### config.mk
export PLATFORM = sky130hd
export DESIGN_NAME = game_sequencer
export DESIGN_NICKNAME = d
export VERILOG_FILES = /design/src/rtl/game_sequencer.sv
export SDC_FILE = /design/constraint.sdc
export NUM_CORES = 1
export LEC_CHECK = 0
export CAP_MARGIN = 5
export CORE_UTILIZATION = 40
export DETAILED_ROUTE_END_ITERATION = 6
export MAX_ROUTING_LAYER = met4
export PLACE_DENSITY = 0.72
export SYNTH_ARGS = -nofsm -noshare
export SYNTH_HDL_FRONTEND = slang
export SYNTH_SLANG_ARGS = --single-unit
### constraint.sdc
create_clock -name clk -period 6.05 [get_ports clk]
set_input_delay 1.5125 -clock clk [delete_from_list [all_inputs] [get_ports clk]]
set_output_delay 1.5125 -clock clk [all_outputs]
set_load 0.02 [all_outputs]
### src/rtl/game_sequencer.sv
// Frame-synchronous controller for the VGA dodge game: button conditioning, IDLE/PLAY/DEAD
// state machine, per-frame jump physics, enemy scrolling, collision and score.
module game_sequencer #(
    parameter int DATA_W      = 16,
    parameter int H_VIS_START = 144,
    parameter int H_VIS_END   = 783,
    parameter int V_VIS_START = 35,
    parameter int SPRITE      = 60,
    parameter int PLAYER_X    = 200,
    parameter int GROUND_Y    = 400,
    parameter int ENEMY_Y     = 400,
    parameter int JUMP_V      = 12,
    parameter int GRAVITY     = 1,
    parameter int ENEMY_SPEED = 4
) (
    input  logic              clk,
    input  logic              reset,
    input  logic              frame_start,
    input  logic              button,
    output logic [DATA_W-1:0] x_player,
    output logic [DATA_W-1:0] y_player,
    output logic [DATA_W-1:0] x_enemy,
    output logic [DATA_W-1:0] y_enemy,
    output logic [1:0]        game_state,
    output logic              collision,
    output logic [DATA_W-1:0] score
);

    typedef enum logic [1:0] {
        S_IDLE = 2'd0,
        S_PLAY = 2'd1,
        S_DEAD = 2'd2
    } state_t;

    localparam logic [DATA_W-1:0] XP_POS   = DATA_W'(PLAYER_X);
    localparam logic [DATA_W-1:0] YE_POS   = DATA_W'(ENEMY_Y);
    localparam logic [DATA_W-1:0] GROUND   = DATA_W'(GROUND_Y);
    localparam logic [DATA_W-1:0] TOP      = DATA_W'(V_VIS_START);
    localparam logic [DATA_W-1:0] SPR      = DATA_W'(SPRITE);
    localparam logic [DATA_W-1:0] SPD      = DATA_W'(ENEMY_SPEED);
    localparam logic [DATA_W-1:0] SPAWN_XE = DATA_W'(H_VIS_END - SPRITE);
    localparam logic [DATA_W-1:0] WRAP_X   = DATA_W'(H_VIS_START + ENEMY_SPEED);
    localparam logic signed [7:0] VEL_JUMP = 8'(-JUMP_V);
    localparam logic signed [7:0] VEL_G    = 8'(GRAVITY);

    function automatic logic [DATA_W-1:0] sat_inc(input logic [DATA_W-1:0] v);
        if (&v)
            return v;
        return v + DATA_W'(1);
    endfunction

    function automatic logic [DATA_W-1:0] clamp_y(input logic [DATA_W-1:0] y);
        if (y >= GROUND)
            return GROUND;
        if (y < TOP)
            return TOP;
        return y;
    endfunction

    function automatic logic overlap(input logic [DATA_W-1:0] xp, input logic [DATA_W-1:0] yp,
                                     input logic [DATA_W-1:0] xe, input logic [DATA_W-1:0] ye);
        return (xp < xe + SPR) && (xe < xp + SPR) && (yp < ye + SPR) && (ye < yp + SPR);
    endfunction

    // Button synchronizer and falling-edge detector
    logic btn_p0, btn_p1, btn_p2, press;

    always_ff @(posedge clk or negedge reset) begin
        if (!reset) begin
            btn_p0 <= 1'b1;
            btn_p1 <= 1'b1;
            btn_p2 <= 1'b1;
            press  <= 1'b0;
        end else begin
            btn_p0 <= button;
            btn_p1 <= btn_p0;
            btn_p2 <= btn_p1;
            press  <= btn_p2 & ~btn_p1;
        end
    end

    state_t                state_q, state_d;
    logic [DATA_W-1:0]     y_q, y_d, xe_q, xe_d, score_q, score_d;
    logic signed [7:0]     vel_q, vel_d;
    logic                  coll_q, coll_d, jreq_q, jreq_d;

    logic                  on_ground;
    logic signed [7:0]     vel_eff, vel_nx, vel_upd;
    logic [DATA_W-1:0]     y_sum, y_upd, xe_upd, score_upd;
    logic                  hit;

    // Frame-update candidates, used only when a PLAY frame_start is taken
    always_comb begin
        on_ground = (y_q == GROUND) && (vel_q == 8'sd0);
        vel_eff   = (on_ground && (jreq_q || press)) ? VEL_JUMP : vel_q;
        vel_nx    = vel_eff + VEL_G;
        y_sum     = y_q + {{(DATA_W-8){vel_eff[7]}}, vel_eff};
        y_upd     = clamp_y(y_sum);
        vel_upd   = ((y_sum < GROUND) && (y_sum >= TOP)) ? vel_nx : 8'sd0;
        if (xe_q < WRAP_X) begin
            xe_upd    = SPAWN_XE;
            score_upd = sat_inc(score_q);
        end else begin
            xe_upd    = xe_q - SPD;
            score_upd = score_q;
        end
        hit = overlap(XP_POS, y_upd, xe_upd, YE_POS);
    end

    always_comb begin
        state_d = state_q;
        y_d     = y_q;
        vel_d   = vel_q;
        xe_d    = xe_q;
        score_d = score_q;
        coll_d  = coll_q;
        jreq_d  = jreq_q;
        unique case (state_q)
            S_IDLE: begin
                if (press) begin
                    state_d = S_PLAY;
                    score_d = '0;
                end
            end
            S_PLAY: begin
                if (frame_start) begin
                    y_d     = y_upd;
                    vel_d   = vel_upd;
                    xe_d    = xe_upd;
                    score_d = score_upd;
                    jreq_d  = 1'b0;
                    if (hit) begin
                        state_d = S_DEAD;
                        coll_d  = 1'b1;
                    end
                end else if (press) begin
                    jreq_d = 1'b1;
                end
            end
            S_DEAD: begin
                if (press) begin
                    state_d = S_IDLE;
                    y_d     = GROUND;
                    vel_d   = 8'sd0;
                    xe_d    = SPAWN_XE;
                    jreq_d  = 1'b0;
                    coll_d  = 1'b0;
                end
            end
            default: state_d = S_IDLE;
        endcase
    end

    // Game state register
    always_ff @(posedge clk or negedge reset) begin
        if (!reset) begin
            state_q <= S_IDLE;
            y_q     <= GROUND;
            vel_q   <= 8'sd0;
            xe_q    <= SPAWN_XE;
            score_q <= '0;
            coll_q  <= 1'b0;
            jreq_q  <= 1'b0;
        end else begin
            state_q <= state_d;
            y_q     <= y_d;
            vel_q   <= vel_d;
            xe_q    <= xe_d;
            score_q <= score_d;
            coll_q  <= coll_d;
            jreq_q  <= jreq_d;
        end
    end

    assign x_player   = XP_POS;
    assign y_player   = y_q;
    assign x_enemy    = xe_q;
    assign y_enemy    = YE_POS;
    assign game_state = state_q;
    assign collision  = coll_q;
    assign score      = score_q;

endmodule

**Yosys cells after proc, flatten, opt, wreduce, memory -nomap -nowiden**

Cells that the tools add are included.

- Add/subtract/negate cells: 6
- Order comparisons: 9
- Equality and inequality tests: 10
- Mux-type cells: 38
- Bitwise logic cells: 2
- Reduce and logical (&&, ||, !) cells: 17

Operators with widths:

| operator | number |
|---|---|
| 2-to-1 mux 16 bit | 13 |
| one-hot mux 16 bit (2 select lines) | 3 |
| < comparator 16 x 9 -> 1 bit (second input constant) | 3 |
| adder 16 x 6 -> 16 bit (second input constant) | 2 |
| 2-to-1 mux 8 bit | 4 |
| adder 16 x 1 -> 16 bit (second input constant) | 1 |
| adder 16 bit | 1 |
| == test 16 x 9 -> 1 bit (second input constant) | 1 |
| >= comparator 16 x 6 -> 1 bit (second input constant) | 1 |
| >= comparator 16 x 9 -> 1 bit (second input constant) | 1 |
| < comparator 16 x 6 -> 1 bit (second input constant) | 1 |
| < comparator 16 x 8 -> 1 bit (second input constant) | 1 |
| < comparator 8 x 16 -> 1 bit (first input constant) | 1 |
| < comparator 9 x 16 -> 1 bit (first input constant) | 1 |
| one-hot mux 8 bit (2 select lines) | 1 |
| AND reduction 16 bit | 1 |
| subtractor 16 x 3 -> 16 bit (second input constant) | 1 |
| 2-to-1 mux 1 bit | 10 |
| inequality test 2 bit (second input constant) | 5 |
| adder 8 x 2 -> 8 bit (second input constant) | 1 |
| logical NOT 8 bit | 1 |
| 2-to-1 mux 2 bit | 4 |
| AND reduction 4 bit | 2 |
| logical AND 1 bit | 6 |
| 12 further kinds | 16 |

- Flip-flop bits (word level): 64
- Output and inout bits: 83

**Logic depth before layout (Yosys ltp)**

- Depth in word-level cells: 16
- Mapped depth: 19

**Worst setup path before layout**

OpenSTA, ideal clock, no wires.

- Path type: register to register
- From: reg y_q[3] (netlist: y_player[3])
- To: reg coll_q (netlist: collision)
- Library setup time: 0.122 ns
- Arrival time: 4.125 ns
- Required time: 5.928 ns
- Setup slack: 1.803 ns
- Cell stages (with the launch flop): 16
- Clock period less this slack: 4.247 ns
- Cells stage by stage: dfrtp_1 -> clkbuf_1 -> nor4_1 -> o2111ai_1 -> o21bai_1 -> ha_1 -> clkbuf_1 -> and3_1 -> a221o_1 -> a21o_1 -> or3_1 -> a221oi_1 -> o2111a_1 -> buf_4 -> o211ai_1 -> a32o_1

- Word-level cells in the longest chain between the ends: 15
- Elaborated cells on any way between the ends: 20
- Those cells by class: add/sub: 2; order compare: 4; eq/ne: 2; mux: 7; reduce/logical: 5

Ends and longest elaborated chain:

| element | RTL line | RTL |
|---|---|---|
| start, declared | 83 | `logic [DATA_W-1:0] y_q, y_d, xe_q, xe_d, score_q, score_d;` |
| start signal, assigned | 166 | `y_q <= y_d;` |
| == test 16 x 9 -> 1 bit | 94 | `on_ground = (y_q == GROUND) && (vel_q == 8'sd0);` |
| logical AND 1 bit | 94 |  |
| logical AND 1 bit | 95 | `vel_eff = (on_ground && (jreq_q \|\| press)) ? VEL_JUMP : vel_q;` |
| 2-to-1 mux 8 bit | 95 |  |
| adder 16 bit (*) | 97 | `y_sum = y_q + {{(DATA_W-8){vel_eff[7]}}, vel_eff};` |
| < comparator 16 x 6 -> 1 bit | 55 | `if (y < TOP)` |
| 2-to-1 mux 1 bit (2 in a row) | 55 |  |
| 2-to-1 mux 16 bit | 57 | `return y;` |
| 2-to-1 mux 16 bit (*) | 55 |  |
| adder 16 x 6 -> 16 bit / < comparator 16 x 9 -> 1 bit (equally long branches) | 62 | `return (xp < xe + SPR) && (xe < xp + SPR) && (yp < ye + SPR) && (ye < yp + SPR);` |
| < comparator 9 x 16 -> 1 bit / logical AND 1 bit (equally long branches) | 62 |  |
| logical AND 1 bit (*) | 62 |  |
| inequality test 2 bit (no line) (*) | n/a |  |
| AND reduction 4 bit (no line) (*) | n/a |  |
| end signal, assigned | 170 | `coll_q <= coll_d;` |
| end, declared | 85 | `logic coll_q, coll_d, jreq_q, jreq_d;` |

Mark *: on every way between the ends. The rest lies on a longest branch, timed or not. The select of a mux whose other input is x is not followed.
A chain may end at the register's enable or synchronous reset.

**Final worst setup path**

- From: reg vel_q[3]
- To: reg coll_q (netlist: collision)

- Word-level cells in the longest chain between the ends: 15
- Elaborated cells on any way between the ends: 20
- Those cells by class: add/sub: 2; order compare: 4; eq/ne: 1; mux: 7; reduce/logical: 6

Ends and longest elaborated chain:

| element | RTL line | RTL |
|---|---|---|
| start, declared | 84 | `logic signed [7:0] vel_q, vel_d;` |
| start signal, assigned | 167 | `vel_q <= vel_d;` |
| logical NOT 8 bit | 94 |  |
| logical AND 1 bit | 94 |  |
| logical AND 1 bit | 95 |  |
| 2-to-1 mux 8 bit (*) | 95 |  |
| adder 16 bit (*) | 97 |  |
| < comparator 16 x 6 -> 1 bit | 55 |  |
| 2-to-1 mux 1 bit (2 in a row) | 55 |  |
| 2-to-1 mux 16 bit | 57 |  |
| 2-to-1 mux 16 bit (*) | 55 |  |
| adder 16 x 6 -> 16 bit / < comparator 16 x 9 -> 1 bit (equally long branches) | 62 |  |
| < comparator 9 x 16 -> 1 bit / logical AND 1 bit (equally long branches) | 62 |  |
| logical AND 1 bit (*) | 62 |  |
| inequality test 2 bit (no line) (*) | n/a |  |
| AND reduction 4 bit (no line) (*) | n/a |  |

Marked as above.

==> key figures <==
Worst setup path
  • CP max stage delay: 0.74 ns
  • CP max-delay cell: o21bai_1
  • WS Path Type: reg -> reg
  • CP startpoint kind: flip-flop
  • CP Cell Sequence: nor4_1 > o2111ai_1 > o21bai_1 > ha_1 > and3_1 > a221o_1 > a21o_1 > or3_1 > a221oi_1 > o2111a_1 > o211ai_1 > a32o_1
  • Data required, critical path: 6.26 ns
  • Crit. End Element: flip-flop
  • Arrival @ worst endpoint: 5.13 ns
  • Crit-path leading delay family: compound AO/OA/AOI/OAI gates
  • CP Max Fanout: 13
  • Crit path buf inv count: 0

Clock tree
  • Cts hold-fix bufs: 0
  • CTS max path bufs: 2
  • Number of post-CTS setup repair buffers: 0
  • CTS Buf Count: 9
  • Worst skew pair latency: 0.33 ns
  • TritonCTS clock tree: built
  • Htree depth: 3
  • Clock Sinks: 64
  • Clock transition at the registers of the reported paths: 0.05 ns
  • Root buf cell: clkbuf_16
  • # resized after CTS: 0

Timing
  • Tmin final: 4.92 ns
  • Max frequency: 203 MHz
  • Slew of the pin with the lowest slew margin: 0.922 ns
  • Final hold violations: 0
  • Crit share post-route: 81.3%
  • Worst relative slew slack: 38.3%
  • Final setup skew: 0.00785 ns
  • Max Transition Viols Final: 0
  • RSZ-0062 raised after global routing: false
  • Final setup viols: 0
  • Fin Setup TNS: 0 ns

Synth
  • YS warnings: 0
  • Fraction of registers with async set/reset: 100%
  • Synth Instances: 612
  • Synthesized area per cell: 8.29 um2
  • Synth unique cells: 78
  • Most numerous cell in the Yosys netlist: nor2_1
  • Synth top area cells: dfrtp_1 26%, dfstp_2 6.2%, buf_4 5.0%
  • Commonest cells in the netlist: 60 x nor2_1, 54 x nand2_1, 52 x dfrtp_1, 34 x buf_4, 25 x a21oi_1
  • Post-synth EDFFs: 0
  • Ys flop type: dfrtp_1
  • Post-synth top area cell: dfrtp_1
  • Synth Register Bits: 64
  • Sequential element share of the synthesized area: 31.9%
  • Cell Area, Synth: 5070 um2
  • Post-synth top area share: 25.6%

Floorplanning
  • DIE WIDTH: 115 um
  • Row count: 40
  • Initial Util: 41.6%
  • Core Footprint: 12200 um2
  • IO Count: 87
  • Die area: 13100 um2
  • Die Height: 115 um

Placement
  • Routability cong.: 0.946
  • I/O Buffers: 54
  • Dpl hpwl: 9.59 mm

Global route
  • Total track usage: 21.0%
  • First-pass GRT wire length: 21.4 mm
  • Number of global-route vias before repair: 4309
  • Largest net degree at the start of global routing: 65
  • Initial antenna violation count: 0
  • Total gr overflow: 0

Status
  • Status: completed

Detailed routing
  • Post-detailed-route DRC marker count: 0
  • Drt pass-1 iters: 7
  • Routed vias: 4733
  • DR WL/cell: 15.9 um
  • Antenna viol nets, final: 0
  • Vias/cell: 5.75
  • Initial DRC Count: 409
  • Post-Route WL: 13.1 mm

Cells and area
  • Final core area utilization: 48.1%
  • Fin nets: 673
  • Register Area: 1620 um2
  • Layout overhead on the synthesized area: 15.8%
  • Filler Cell Count: 1198
  • Ratio of cells with drive above 1 in the final layout: 7.79%
  • Area taken by multi-input logic gates: 3130 um2
  • Antenna cells: 0

Pwr
  • Pwr dens: 668 nW/um2
  • Maximum vdd drop: 0.390 mV
  • P_leak: 2.59 nW
  • Final total power: 3.93 mW

Flow run
  • Max cap viols: 0

Worst hold path
  • Hold Crit Class: reg -> reg
-- per-stage QoR --
step                      setup slack (ns)  cell area, um2  cells  hold slack, ns
after floorplan                       1.80            5190    642           0.345
after global placement                1.26            5590    807           0.349
after detailed placement              1.18            5590    807           0.354
after CTS                             1.15            5880    823           0.362
after global routing                 0.774            5880    823           0.367
final                                 1.13            5880    823           0.360
-- metal layers --
| layer | wire, um | part of all wire, % | track usage (%) |
|---|---|---|---|
| met5 | 0 | 0 | - |
| met4 | 223 | 1.7 | 5.89 |
| met3 | 746 | 5.7 | 3.28 |
| met2 | 6200 | 47 | 33.7 |
| met1 | 5910 | 45 | 27.7 |
-- cells by family after synthesis --
kind of cell    Yosys count  share of synthesized area, %
simple gates            257                          26.4
compound gates          149                          20.6
buf+inv                  79                          8.60
flops                    64                          31.9
xor+xnor                 36                          6.48
fa+ha+maj                20                          4.91
mux                       5                          1.01
other cells               2                         0.148
-- path summary, 6_finish.rpt --
path | startpoint | end | slack [ns] | cells after the start
setup / recovery | vel_q[3]$_DFFE_PN0P_ | collision$_DFFE_PN0P_ | 1.13 | 12
hold reg to reg | btn_p0$_DFF_PN1_ | btn_p1$_DFF_PN1_ | 0.36 | 0
min in group asynchronous | reset | x_enemy[13]$_DFFE_PN0P_ | 1.37 | 2
max in group asynchronous | reset | x_enemy[15]$_DFFE_PN0P_ | 4.14 | 2
setup reg to reg | vel_q[3]$_DFFE_PN0P_ | collision$_DFFE_PN0P_ | 1.13 | 12
hold / removal | btn_p0$_DFF_PN1_ | btn_p1$_DFF_PN1_ | 0.36 | 0
-- layout by cell type (no fill, tap or decap), types with 4 or more instances in the layout --
cell type	instances
a211o_1	7
nor2b_1	5
a41oi_1	5
nand2_1	54
o21ai_1	14
nand3_1	19
nand2b_1	8
nor4_1	5
clkdlybuf4s50_1	53
inv_1	19
nor2_1	60
o21ai_0	22
conb_1	32
o22a_1	4
o21a_1	6
dfstp_2	12
a32o_1	4
dfrtp_1	52
ha_1	19
mux2i_1	4
nor3_1	16
a31oi_1	4
or3_1	8
a21oi_1	25
nor4b_1	4
and3_1	20
and2_1	17
nand4_1	14
clkbuf_16	9
xnor2_1	18
xor2_1	17
o31ai_1	5
a21o_1	13
or2_2	8
-- worst register-to-register path, delay by kind of cell (launching register included) --
family,cells,cell delay [ns]
flip-flops,1,0.52
AO/OA/AOI/OAI,8,2.82
AND/OR/NAND/NOR,3,1.02
adder cells (fa/ha/maj),1,0.46
-- area by class of cell --
| class | count | area share (%) |
|---|---|---|
| Clock buffer | 14 | 4.66 |
| Clock inverter | 2 | 0.234 |
| Inverter | 19 | 1.21 |
| Multi-Input combinational cell | 499 | 53.3 |
| Sequential cell | 64 | 27.5 |
| Tap cell | 168 | 3.58 |
| Timing Repair Buffer | 57 | 9.49 |
-- flip-flops by register name, indices dropped and copies added (netlist names) --
register,count
vel_q,8
jreq_q,1
btn_p2,1
btn_p1,1
press,1
y_player,16
x_enemy,16
score,16
game_state,2
collision,1
btn_p0,1
-- report_power, final --
part           internal [mW]  switching [mW]
Sequential             0.498           0.117
Combinational           1.09            1.73
Clock                  0.311           0.182
Total                   1.90            2.03
Note: power is estimated with default switching activity, not from simulation.
